==> src/rtl/delay_line.sv <==
// delay_line: runtime-programmable multi-lane delay line with per-sample valid.
// A chain of max_cycle stages shifts on every enabled edge. The output tap is
// selected combinationally by delay_sel, clamped to max_cycle. A tap of zero
// bypasses the chain entirely, and that bypass also works while reset is held.
module delay_line #(
    parameter int data_size = 16,
    parameter int size      = 1,
    parameter int max_cycle = 8,
    localparam int sel_width = $clog2(max_cycle + 1)
) (
    input  logic                      clk,
    input  logic                      rst_n,
    input  logic                      en,
    input  logic                      flush,
    input  logic [sel_width-1:0]      delay_sel,
    input  logic                      valid_in,
    input  logic [data_size*size-1:0] bus_in,
    output logic                      valid_out,
    output logic [data_size*size-1:0] bus_out,
    output logic                      busy
);

    localparam int width = data_size * size;

    logic [width-1:0]     stage_data [1:max_cycle];
    logic [max_cycle:1]   stage_valid;
    logic [sel_width-1:0] eff_delay;
    logic                 tap_valid;
    logic [width-1:0]     tap_data;
    logic                 busy_acc;

    // Clamp the requested delay to the depth of the chain
    always_comb begin
        eff_delay = delay_sel;
        if (delay_sel > sel_width'(max_cycle))
            eff_delay = sel_width'(max_cycle);
    end

    // Stage chain: reset/flush clear everything, enable shifts, otherwise hold
    always_ff @(posedge clk or negedge rst_n) begin
        if (!rst_n) begin
            for (int unsigned k = 1; k <= max_cycle; k++)
                stage_data[k] <= '0;
            stage_valid <= '0;
        end else if (flush) begin
            for (int unsigned k = 1; k <= max_cycle; k++)
                stage_data[k] <= '0;
            stage_valid <= '0;
        end else if (en) begin
            stage_data[1]  <= bus_in;
            stage_valid[1] <= valid_in;
            for (int unsigned k = 2; k <= max_cycle; k++) begin
                stage_data[k]  <= stage_data[k-1];
                stage_valid[k] <= stage_valid[k-1];
            end
        end
    end

    // Tap mux and occupancy of stages 1..eff_delay
    always_comb begin
        tap_valid = 1'b0;
        tap_data  = '0;
        busy_acc  = 1'b0;
        for (int unsigned k = 1; k <= max_cycle; k++) begin
            if (k == 32'(eff_delay)) begin
                tap_valid = stage_valid[k];
                tap_data  = stage_data[k];
            end
            if (k <= 32'(eff_delay))
                busy_acc = busy_acc | stage_valid[k];
        end
    end

    // Output select: bypass for zero delay, otherwise the zero-masked tap
    always_comb begin
        if (eff_delay == '0) begin
            valid_out = valid_in;
            bus_out   = valid_in ? bus_in : '0;
            busy      = 1'b0;
        end else begin
            valid_out = tap_valid;
            bus_out   = tap_valid ? tap_data : '0;
            busy      = busy_acc;
        end
    end

endmodule

==> config.mk <==
export PLATFORM = sky130hd
export DESIGN_NAME = delay_line
export DESIGN_NICKNAME = d
export VERILOG_FILES = /design/src/rtl/delay_line.sv
export SDC_FILE = /design/constraint.sdc
export NUM_CORES = 1
export LEC_CHECK = 0
export CORE_ASPECT_RATIO = 1.25
export CORE_MARGIN = 2
export CORE_UTILIZATION = 55
export CTS_CLUSTER_DIAMETER = 200
export DETAILED_ROUTE_END_ITERATION = 10
export HOLD_SLACK_MARGIN = 0.06
export PLACE_DENSITY = 0.77
export SYNTH_ARGS = -nofsm -noshare
export SYNTH_HDL_FRONTEND = slang
export SYNTH_SLANG_ARGS = --single-unit
==> constraint.sdc <==
create_clock -name clk -period 2.1 [get_ports clk]
set_clock_uncertainty 0.15 [all_clocks]
set_input_delay 0.21 -clock clk [delete_from_list [all_inputs] [get_ports clk]]
set_output_delay 0.21 -clock clk [all_outputs]
set_load 0.02 [all_outputs]
==> results of run 1 <==
## area by class of cell
| type | count | area, um2 |
|---|---|---|
| clock inverters | 14 | 220 |
| flip-flops and latches | 136 | 3410 |
| clock buffers | 18 | 439 |
| multi-input cells | 475 | 3290 |
| repair buffers | 138 | 1340 |
| inverters | 3 | 11.3 |
| fillers | 858 | 3360 |
| well taps | 164 | 205 |
## metrics by stage
step / setup TNS [ps] / setup WS (ps) / instances
floorplan: 0 / 294 / 672
global placement: -14810 / -864 / 913
detailed placement: -15260 / -895 / 913
CTS: -5540 / -351 / 948
global route: -6550 / -410 / 948
finish: -5510 / -340 / 948
## worst min path at each step
stage               startpoint        endpoint  slack (ps)  cells past startpoint
global route                en   stage_data[3]         160                      3
floorplan                rst_n   stage_data[0]        -240                      0
global placement         rst_n  stage_data[31]          40                      1
CTS                         en  stage_data[67]         130                      3
finish                      en  stage_data[67]         130                      3
detailed placement       rst_n  stage_data[31]          50                      1
## state kept, by name, indices dropped and copies added (netlist names)
signal	flops
stage_valid	8
stage_data	128
## metal layers
layer,GRT usage (%),vias up,share of wire [%]
li1,-,2605,-
met1,34.9,2890,42
met2,48.8,186,51
met3,4.50,39,4.8
met4,10.7,0,2.2
met5,0,-,0
## cell families after synthesis
family                 Yosys count  share of synthesized area (%)
buffers and inverters           61                           4.20
multiplexers                   143                           20.7
AO/OA/AOI/OAI                  135                           14.5
flip-flops                     136                           48.9
AND/OR/NAND/NOR                197                           11.8
## power breakdown
group,internal (mW),switching [mW]
Combinational,0.320,0.398
Sequential,2.66,0.0283
Clock,2.15,1.17
## critical path, cell delays in order, from the launching register on
cell      delay (ps)
dfrtp_2          430
a22o_1           250
a221oi_2         300
o21ai_4          150
buf_12           180
a22o_1           190
buf_2            160
## synth_stat cells, types with 3 or more instances
cell | count | area (um2)
buf_4 | 3 | 22.5
o22ai_1 | 14 | 87.6
a221o_1 | 14 | 140
nor2b_1 | 3 | 18.8
nor2_1 | 152 | 571
dfrtp_1 | 136 | 3400
mux2i_1 | 139 | 1390
buf_2 | 30 | 150
clkbuf_1 | 23 | 86.3
nand2b_1 | 15 | 93.8
a21oi_1 | 43 | 215
a22o_1 | 16 | 140
o2bb2ai_1 | 15 | 131
o221ai_1 | 16 | 140
nand2_1 | 17 | 63.8
## timing repair
item / CTS / global route
pin swaps: 3 / 0
buffers inserted: 2 / 0
endpoints found under the hold margin: 136 / 0
hold buffers: 1 / 0
endpoints found under the setup margin: 18 / 18
gates resized for setup: 97 / 5
==> impl_summary.md, run 1 <==
Critical path
The reg-to-reg critical path startpoint is stage_valid[2]. Of all nets on the critical path, the largest fanout is 10. Data on the critical path is required at its endpoint by 1740 ps.

The terminus of the critical flop-to-flop path is stage_valid[2]. The number of cells on the worst reg-to-reg path is 3. Data on the critical path arrives at its endpoint at 2080 ps.

Following the worst setup path forward leads to its endpoint at bus_out[12]. In this run the register-to-register setup slack is 1000 ps. The path type of the worst setup path is flip-flop to primary output. The worst setup path startpoint is stage_valid[2]. The capturing element type of the critical path is a primary output. The kind of start point of the critical path is a flip-flop.

Outcome
The run finished, with violations left. The final reports fail on setup timing.

Floorplan
The floorplan step defined a core boundary enclosing 0.0123 mm2. The die is 105 um wide. The total die area is 0.0136 mm2.

The effective utilization at floorplan is 56.8%. The number of standard-cell rows in the floorplan is 45. 43 I/O pins were placed. The die is 130 um tall.

Global routing
The via count of the first global-routing pass is 5853. The remaining global-route overflow is 0. The first global-routing pass estimated 29800 um of wire.

The global-route usage over all layers is 27.8%. The number of antenna violations at the first check in global routing is 0. Entering global routing, the biggest net connects 137 pins.

Final layout
The end-of-flow core utilization is 72.6%. With fillers left out, the area of the finished cells amounts to 0.00892 mm2. The most frequent standard cell in the layout excluding fill and tap cells is nor2_1.

The number of nets in the layout is 796. Of the cells placed in the final design, the portion with a size suffix greater than 1 is 21.4%. Leaving out fill and tap cells, the most frequent cells in the layout are nor2_1, mux2i_1, dfrtp_1. The number of antenna diodes in the final layout is 0. The area growth from synthesis to layout is 28.0%.

Timing
The number of hold violations in the final report is 0. The slew at the pin closest to its max-slew limit is 609 ps. The headroom to the max-slew limit is 59.4%. In the post-route analysis, the smallest setup slack over all paths is -340 ps. The final worst-path cycle share is 116%. The maximum clock frequency is 0.410 GHz.

The final count of negative-setup-slack endpoints is 18. Setup repair after global routing could not meet its margin everywhere. The shortest clock period the worst path allows after layout is 2440 ps. The total count of max-transition violations in the final report is 0. The final-layout worst hold slack is 132 ps.

Placed design
The post-DP HPWL is 10900 um. At the end of routability-driven placement, the weighted congestion stood at 0.928. Input and output buffers added on the ports amount to 42. The placed instances occupy a cell area of 0.00824 mm2.

Route
In the final routed layout, each cell accounts on average for 19.2 um. For this run, the detailed router's first-pass iteration total came to 6. After detailed routing, the number of remaining DRC violations is 0.

In this run the remaining antenna-violating nets after routing total 0. The detailed-route via count is 5720. After detailed routing, the total wire length is 18200 um. In the routed layout, each cell is associated on average with a via count of 6.03. In this run, the number of DRC markers left after iteration 0 of detailed routing was 367.

Synth
The number of flops mapped to enable cells by yosys is 0. The average footprint of a synthesized cell is 10.4 um2. Of the synthesized area, sequential elements account for 48.9%. After technology mapping, the gate count stands at 672.

The synthesized netlist net count is 697. The synthesized design contains 136 register bits. The number of different library cells used by synthesis comes to 43.

The post-synthesis cell area is 0.00697 mm2. Among all flip-flop cells after synthesis, the most frequent one is dfrtp_1. Counting flops with an async set or reset pin after synthesis yields a share of 100%. The count of synthesis-stage warnings from yosys is 0.

Power and ir drop
IR analysis of the VDD net gives a maximum drop of 0.000567 V. In this run the power density over the cells is 754 mW/mm2. The total chip power is 6.72 mW. Summed over all cells, the static leakage comes to 4.39 nW.

Clocking
The number of clock sinks seen by CTS is 136. The clock-pin transition on the worst setup and hold timing paths is 60 ps. Counting along the longest clock path gives a buffer depth of 2. The number of CTS-inserted buffers is 17.

The clock tree from TritonCTS is done. The buffer type at the clock tree root is clkbuf_16. The count of H-tree levels built during CTS is 4. For the worst-skew pair, the clock arrives at the later sink with an insertion delay of 410 ps.

Job
The count of maximum capacitance violations is 0.

Min path
The type of the most critical hold path is primary input to flip-flop.
(Power assumes the default switching activity.)
==> inputs of run 2 (changes only) <==
clock period = 3.1 ns   (was 2.1 ns; I/O delays follow)
==> impl_summary.md, run 2 (same netlist as run 1, synthesis figures left out) <==
Outcome
Run status: complete, no violations (was finished with violations).

Critical path
The cell type with the highest occurrence count on the critical path was clkdlybuf4s50_1 (was a22o_1). The combined buffer and inverter count along the critical path is 3 (was 2). The reg-to-reg critical path startpoint is stage_valid[2] (unchanged). The family of cells with the greatest summed delay on the critical path is buffers and inverters (was compound AO/OA/AOI/OAI gates). The kind of start point of the critical path is a primary input (was flip-flop). The peak fanout along the critical path is 8 (was 10). The worst endpoint required time is 2640 ps (was 1740 ps). The path type of the worst setup path is primary input to primary output (was flip-flop to primary output). The largest stage delay on the critical path came to 610 ps (was 430 ps). The terminus of the critical flop-to-flop path is stage_valid[2] (unchanged). The slack of the worst reg-to-reg path is 2110 ps (was 1000 ps). The worst-case reg-to-reg path depth is 2 (was 3). The capturing element type of the critical path is a primary output (unchanged).

The slowest library cell on the worst path is clkdlybuf4s50_1 (was dfrtp_2). The data arrival time at the worst-slack endpoint was 2580 ps (was 2080 ps). CP Cell Sequence: clkdlybuf4s50_1 > nor2b_2 > nand2_2 > buf_12 > o22ai_1 > a221o_1 > a22o_1 > clkdlybuf4s50_1 (was a22o_1 > a221oi_2 > o21ai_4 > buf_12 > a22o_1 > buf_2).

Clocking
The maximum root-to-sink buffer count is 2 (unchanged). The clock tree from TritonCTS is done (unchanged). The number of CTS-inserted buffers came to 17 (unchanged). The count of H-tree levels built during CTS was 4 (unchanged). The clock-pin transition on the worst setup and hold timing paths is 60 ps (about the same).

The number of clock sinks seen by CTS is 136 (unchanged). The insertion delay to the later sink of the worst-skew pair came to 420 ps (was 410 ps). The buffer type at the clock tree root is clkbuf_16 (unchanged). The post-CTS repair timing setup buffer count was 0 (was 2).

Route
The initial DRC count was 503 (was 367). The number of DRC violations after detailed routing came to 0 (unchanged). The routed wirelength normalized by instance count is 19.8 um (was 19.2 um). The detailed-route via count is 5557 (was 5720). The first-pass iteration count of the detailed router is 5 (was 6). The number of antenna-violating nets in the routed design came to 0 (unchanged). The post-detailed-routing wire length was 17600 um (was 18200 um). The number of vias per cell after detailed routing is 6.24 (was 6.03).

Timing
The headroom to the max-slew limit was 54.0% (was 59.4%). For this run, the top clock speed supported by timing is 0.329 GHz. The final count of negative-setup-slack endpoints is 0 (was 18). The total count of max-transition violations in the final report was 0 (unchanged). The slew at the pin closest to its max-slew limit came to 690 ps (was 609 ps). The final-layout setup total negative slack is 0 ps (was -5510 ps). The worst setup slack after layout was 56.4 ps (was -340 ps). The worst path in the final design needs a cycle of 3040 ps, including I/O delays and setup. The number of hold violations in the final report came to 0 (unchanged).

RSZ-0062 raised after global routing: true (unchanged). The final worst-path cycle share is 98.2%.

Final layout
The number of filler instances in the final layout is 928 (was 858). The number of nets in the layout is 738 (was 796). The register name with the most flops is stage_data (unchanged). The flip-flop count of the largest register after layout is 128 (unchanged). The final standard cell area without fillers is 0.00842 mm2 (was 0.00892 mm2). The area growth from synthesis to layout is 20.8% (was 28.0%). The count of inserted antenna diode cells came to 0 (unchanged). Highest-count cells in the layout ignoring fill and taps: nor2_1, mux2i_1, dfrtp_1 (unchanged).

Biggest regs: stage_data x128, stage_valid x8 (unchanged). The most frequent standard cell in the layout excluding fill and tap cells is nor2_1 (unchanged). The share of post-route cells with drive strength above 1 is 11.8% (was 21.4%).

Power and ir drop
The total chip power is 4.47 mW (was 6.72 mW). The leakage power is 4.02 nW (was 4.39 nW). The maximum VDD drop is 0.000356 V (was 0.000567 V). The areal power density over the cells is 531 mW/mm2 (was 754 mW/mm2).

Placed design
The post-DP HPWL is 10500 um (was 10900 um). The final estimated routing congestion in global placement came to 0.846 (was 0.928). The post-placement worst setup slack was -110 ps (was -895 ps). The total of buffers placed on input and output ports is 42 (unchanged). The placed standard-cell area is 0.00775 mm2 (was 0.00824 mm2).

Global routing
The first-pass GRT wire length is 28600 um (was 29800 um). The global-route usage over all layers was 26.7% (was 27.8%). The maximum number of pins on one net before global-route repair came to 82 (was 137). The number of antenna violations at the first check in global routing is 0 (unchanged). The via count of the first global-routing pass is 5492 (was 5853).

The remaining global-route overflow is 0 (unchanged).

Floorplan
The effective utilization at floorplan came to 56.8% (unchanged). The chip height is 130 um (unchanged). The width of the die is 105 um (unchanged). The placeable core region was 0.0123 mm2 (unchanged). The number of standard-cell rows in the floorplan is 45 (unchanged). The I/O pin total is 43 (unchanged). The total die area came to 0.0136 mm2 (unchanged).

Min path
The start point of the worst min-delay path is flush (was en). The hold-critical path endpoint is stage_data[67] (unchanged). The cell depth of the worst min-delay path is 2 (was 3).

The type of the most critical hold path was primary input to flip-flop (unchanged).

Job
The count of maximum capacitance violations is 0 (unchanged).
==> run 2: cell count changes in the layout (fill, tap and decap cells not counted), moves of 6 or more <==
cell	previous run	this run
buf_2	9	1
buf_12	19	13
clkdlybuf4s50_1	18	36
buf_4	78	25
buf_6	11	2
==> run 2: where the power goes <==
group | switching, mW | internal [mW] | leakage (nW)
clock network | 0.783 | 1.43 | 0.311
registers | 0.0243 | 1.80 | 1.88
logic | 0.252 | 0.178 | 1.83
==> run 2: area by class of cell <==
cell class / instances / area (um2) / area share (%)
Clock inverter: 14 / 219 / 2.60
Sequential cell: 136 / 3400 / 40.4
Timing Repair Buffer: 80 / 867 / 10.3
Inverter: 3 / 11.3 / 0.134
Multi-Input combinational cell: 475 / 3280 / 39.0
Clock buffer: 18 / 429 / 5.10
Tap cell: 164 / 205 / 2.44
==> run 2: timing repair <==
action,CTS,global route
endpoints found under the setup margin,17,11
hold buffers,1,0
endpoints found under the hold margin,61,0
resized for setup,3,2
==> run 2: worst max path at each step <==
| stage | to | start | slack (ps) | depth (start not counted) |
|---|---|---|---|---|
| after floorplan | bus_out[5] | delay_sel[3] | 1090 | 7 |
| after global placement | bus_out[4] | delay_sel[1] | -110 | 8 |
| after detailed placement | bus_out[7] | delay_sel[1] | -110 | 8 |
| after CTS | bus_out[12] | delay_sel[2] | 20 | 8 |
| after global routing | bus_out[10] | delay_sel[2] | -20 | 8 |
| final | bus_out[10] | delay_sel[2] | 60 | 8 |
==> run 2: per-stage QoR <==
| stage | instances | utilization, % | hold WS [ps] |
|---|---|---|---|
| 4_1_cts | 890 | 68.5 | 223 |
| 3_5_place_dp | 857 | 63.1 | 180 |
| 3_3_place_gp | 857 | 63.1 | 171 |
| 5_1_grt | 890 | 68.6 | 253 |
| 2_1_floorplan | 672 | - | -136 |
| 6_report | 890 | 68.6 | 221 |
==> run 2: routing by layer <==
| layer | share of wire (%) | track usage (%) | vias up |
|---|---|---|---|
| met3 | 5.2 | 4.10 | 56 |
| met4 | 3.4 | 12.6 | 0 |
| met5 | 0 | 0 | - |
| li1 | - | - | 2486 |
| met2 | 49 | 44.0 | 220 |
| met1 | 43 | 35.2 | 2795 |
==> inputs of run 3 (changes only) <==
ABC_CLOCK_PERIOD_IN_PS = 3100   (was not set)
HOLD_SLACK_MARGIN = 0.08   (was 0.06)
PLACE_DENSITY = 0.75   (was 0.77)
==> impl_summary.md, run 3 (same netlist as run 1, synthesis figures left out) <==
Power and ir drop
The maximum VDD drop is 0.000354 V (was 0.000356 V). The leakage power was 4.08 nW (was 4.02 nW). The design internal power is 3.46 mW (was 3.41 mW). The switching power total is 1.03 mW (was 1.06 mW). The proportion of total power due to net switching is 22.9% (was 23.7%). The sequential power share is 40.7% (was 40.8%).

The clock power share is 50.1% (was 49.6%). The total chip power is 4.49 mW (was 4.47 mW). The proportion of power drawn by combinational gates is 9.3% (was 9.6%). The areal power density over the cells is 536 mW/mm2 (was 531 mW/mm2).

Timing
The maximum clock frequency is 0.326 GHz (was 0.329 GHz). The total count of max-transition violations in the final report is 0 (unchanged). The final-layout worst hold slack is 309 ps (was 221 ps). The final worst-path cycle share is 98.9% (was 98.2%).

The slew at the pin closest to its max-slew limit is 708 ps (was 690 ps). The worst setup slack after layout is 35.1 ps (was 56.4 ps). The final count of negative-setup-slack endpoints is 0 (unchanged). The number of hold violations in the final report is 0 (unchanged). The shortest clock period the worst path allows after layout is 3060 ps (was 3040 ps). The headroom to the max-slew limit is 52.8% (was 54.0%). The final-layout setup total negative slack came to 0 ps (unchanged).

Floorplan
The chip height came to 130 um (unchanged). The placeable core region is 0.0123 mm2 (unchanged). The number of standard-cell rows in the floorplan is 45 (unchanged). The total die area is 0.0136 mm2 (unchanged). The effective utilization at floorplan was 56.8% (unchanged). The width of the die is 105 um (unchanged).

The I/O pin total is 43 (unchanged).

Final layout
The end-of-flow core utilization came to 68.2% (was 68.6%). The flip-flop count of the largest register after layout is 128 (unchanged). Biggest regs: stage_data x128, stage_valid x8 (unchanged). The number of non-filler instances in the completed layout was 888 (was 890). The number of nets in the layout came to 737 (was 738). The area growth from synthesis to layout is 20.2% (was 20.8%).

The count of inserted antenna diode cells came to 0 (unchanged). The most frequent standard cell in the layout excluding fill and tap cells was nor2_1 (unchanged). The share of post-route cells with drive strength above 1 is 11.5% (was 11.8%). The register name with the most flops is stage_data (unchanged). Highest-count cells in the layout ignoring fill and taps: nor2_1, mux2i_1, dfrtp_1 (unchanged). The final standard cell area without fillers is 0.00837 mm2 (was 0.00842 mm2).

Placed design
The post-placement worst setup slack is -62.8 ps (was -110 ps). The final estimated routing congestion in global placement is 0.836 (was 0.846). The placed standard-cell area is 0.00768 mm2 (was 0.00775 mm2). The total of buffers placed on input and output ports is 42 (unchanged).

The placed cell count is 855 (was 857). The post-DP HPWL is 10500 um (about the same).

Route
The routed wirelength normalized by instance count came to 19.2 um (was 19.8 um). The number of vias per cell after detailed routing is 6.04 (was 6.24). The number of DRC violations after detailed routing is 0 (unchanged).

The initial DRC count came to 382 (was 503). The first-pass iteration count of the detailed router is 7 (was 5). The detailed-route via count is 5362 (was 5557). The number of antenna-violating nets in the routed design is 0 (unchanged). The post-detailed-routing wire length is 17100 um (was 17600 um).

Global routing
The maximum number of pins on one net before global-route repair is 137 (was 82). The global-route usage over all layers was 26.1% (was 26.7%). The number of antenna violations at the first check in global routing is 0 (unchanged). The remaining global-route overflow was 0 (unchanged).

The first-pass GRT wire length is 27800 um (was 28600 um). The via count of the first global-routing pass is 5360 (was 5492).

Outcome
Run status: complete, no violations (unchanged).

Critical path
The largest stage delay on the critical path is 630 ps (was 610 ps). The kind of start point of the critical path is a primary input (unchanged). The capturing element type of the critical path is a primary output (unchanged).

The data arrival time at the worst-slack endpoint came to 2600 ps (was 2580 ps). CP Cell Sequence: clkdlybuf4s50_1 > buf_4 > nor3b_1 > a221oi_2 > o21ai_4 > a32o_1 > clkdlybuf4s50_1 (was clkdlybuf4s50_1 > nor2b_2 > nand2_2 > buf_12 > o22ai_1 > a221o_1 > a22o_1 > clkdlybuf4s50_1). The slowest library cell on the worst path is clkdlybuf4s50_1 (unchanged).

The path type of the worst setup path is primary input to primary output (unchanged). The cell type with the highest occurrence count on the critical path is clkdlybuf4s50_1 (unchanged). The peak fanout along the critical path came to 10 (was 8). The worst endpoint required time is 2640 ps (about the same).

Clocking
The insertion delay to the later sink of the worst-skew pair is 410 ps (was 420 ps). The number of clock sinks seen by CTS is 136 (unchanged). The number of CTS-inserted buffers was 17 (unchanged).

The maximum root-to-sink buffer count was 2 (unchanged). The clock-pin transition on the worst setup and hold timing paths is 60 ps (about the same). The count of H-tree levels built during CTS is 4 (unchanged). The clock tree from TritonCTS is done (unchanged).

The buffer type at the clock tree root is clkbuf_16 (unchanged).

Job
The count of maximum capacitance violations is 0 (unchanged).

Min path
The type of the most critical hold path is primary input to flip-flop (unchanged).
==> run 3: changes by cell type in the layout (fill, tap and decap cells not counted), moves of 2 or more <==
cell / previous run / this run
buf_12: 13 / 9
buf_4: 25 / 28
clkbuf_8: 0 / 3
clkdlybuf4s50_1: 36 / 30
dlygate4sd2_1: 1 / 3
dlymetal6s2s_1: 1 / 5
inv_6: 3 / 0
==> run 3: worst paths after layout <==
path | from | end | slack (ps) | depth (start not counted)
max | delay_sel[2] | bus_out[14] | 40 | 7
min | flush | stage_valid[3] | 310 | 3
max reg2reg | stage_data[47] | stage_data[31] | 2140 | 2
min reg2reg | stage_data[14] | stage_data[14] | 380 | 2
max in group asynchronous | rst_n | stage_data[10] | 1640 | 3
min in group asynchronous | rst_n | stage_valid[7] | 340 | 2
==> run 3: layout make-up <==
| class | count | area, um2 |
|---|---|---|
| Fill cell | 921 | 3900 |
| Sequential cell | 136 | 3400 |
| Multi-Input combinational cell | 475 | 3270 |
| Timing Repair Buffer | 79 | 817 |
| Clock buffer | 20 | 467 |
| Tap cell | 164 | 205 |
| Clock inverter | 11 | 195 |
| Inverter | 3 | 11.3 |
==> run 3: worst max-delay path, delay by kind of cell <==
kind / cells / cell delay [ps]
buf+inv: 3 / 1370
compound gates: 3 / 650
simple gates: 1 / 270
==> run 3: power groups by stage <==
stage               clock network [mW]  registers, mW  logic (mW)
floorplan                            0           1.85       0.251
global placement                     0           1.85       0.402
detailed placement                   0           1.86       0.412
CTS                               2.26           1.82       0.416
global route                      2.35           1.83       0.448
finish                            2.25           1.83       0.416
==> run 3: routing by layer <==
layer	up-vias	global-route usage [%]	wire, um
met1	2713	34.9	7490
met2	143	44.1	8620
met5	-	0	0
met4	0	9.02	312
li1	2480	-	-
met3	26	3.95	648
==> run 3: repair_timing <==
| item | 4_1_cts | 5_1_grt |
|---|---|---|
| gates resized for setup | 3 | 6 |
| hold buffers | 1 | 0 |
| endpoints found under the hold margin | 72 | 0 |
| buffers inserted | 0 | 1 |
| setup endpoints to repair | 16 | 9 |
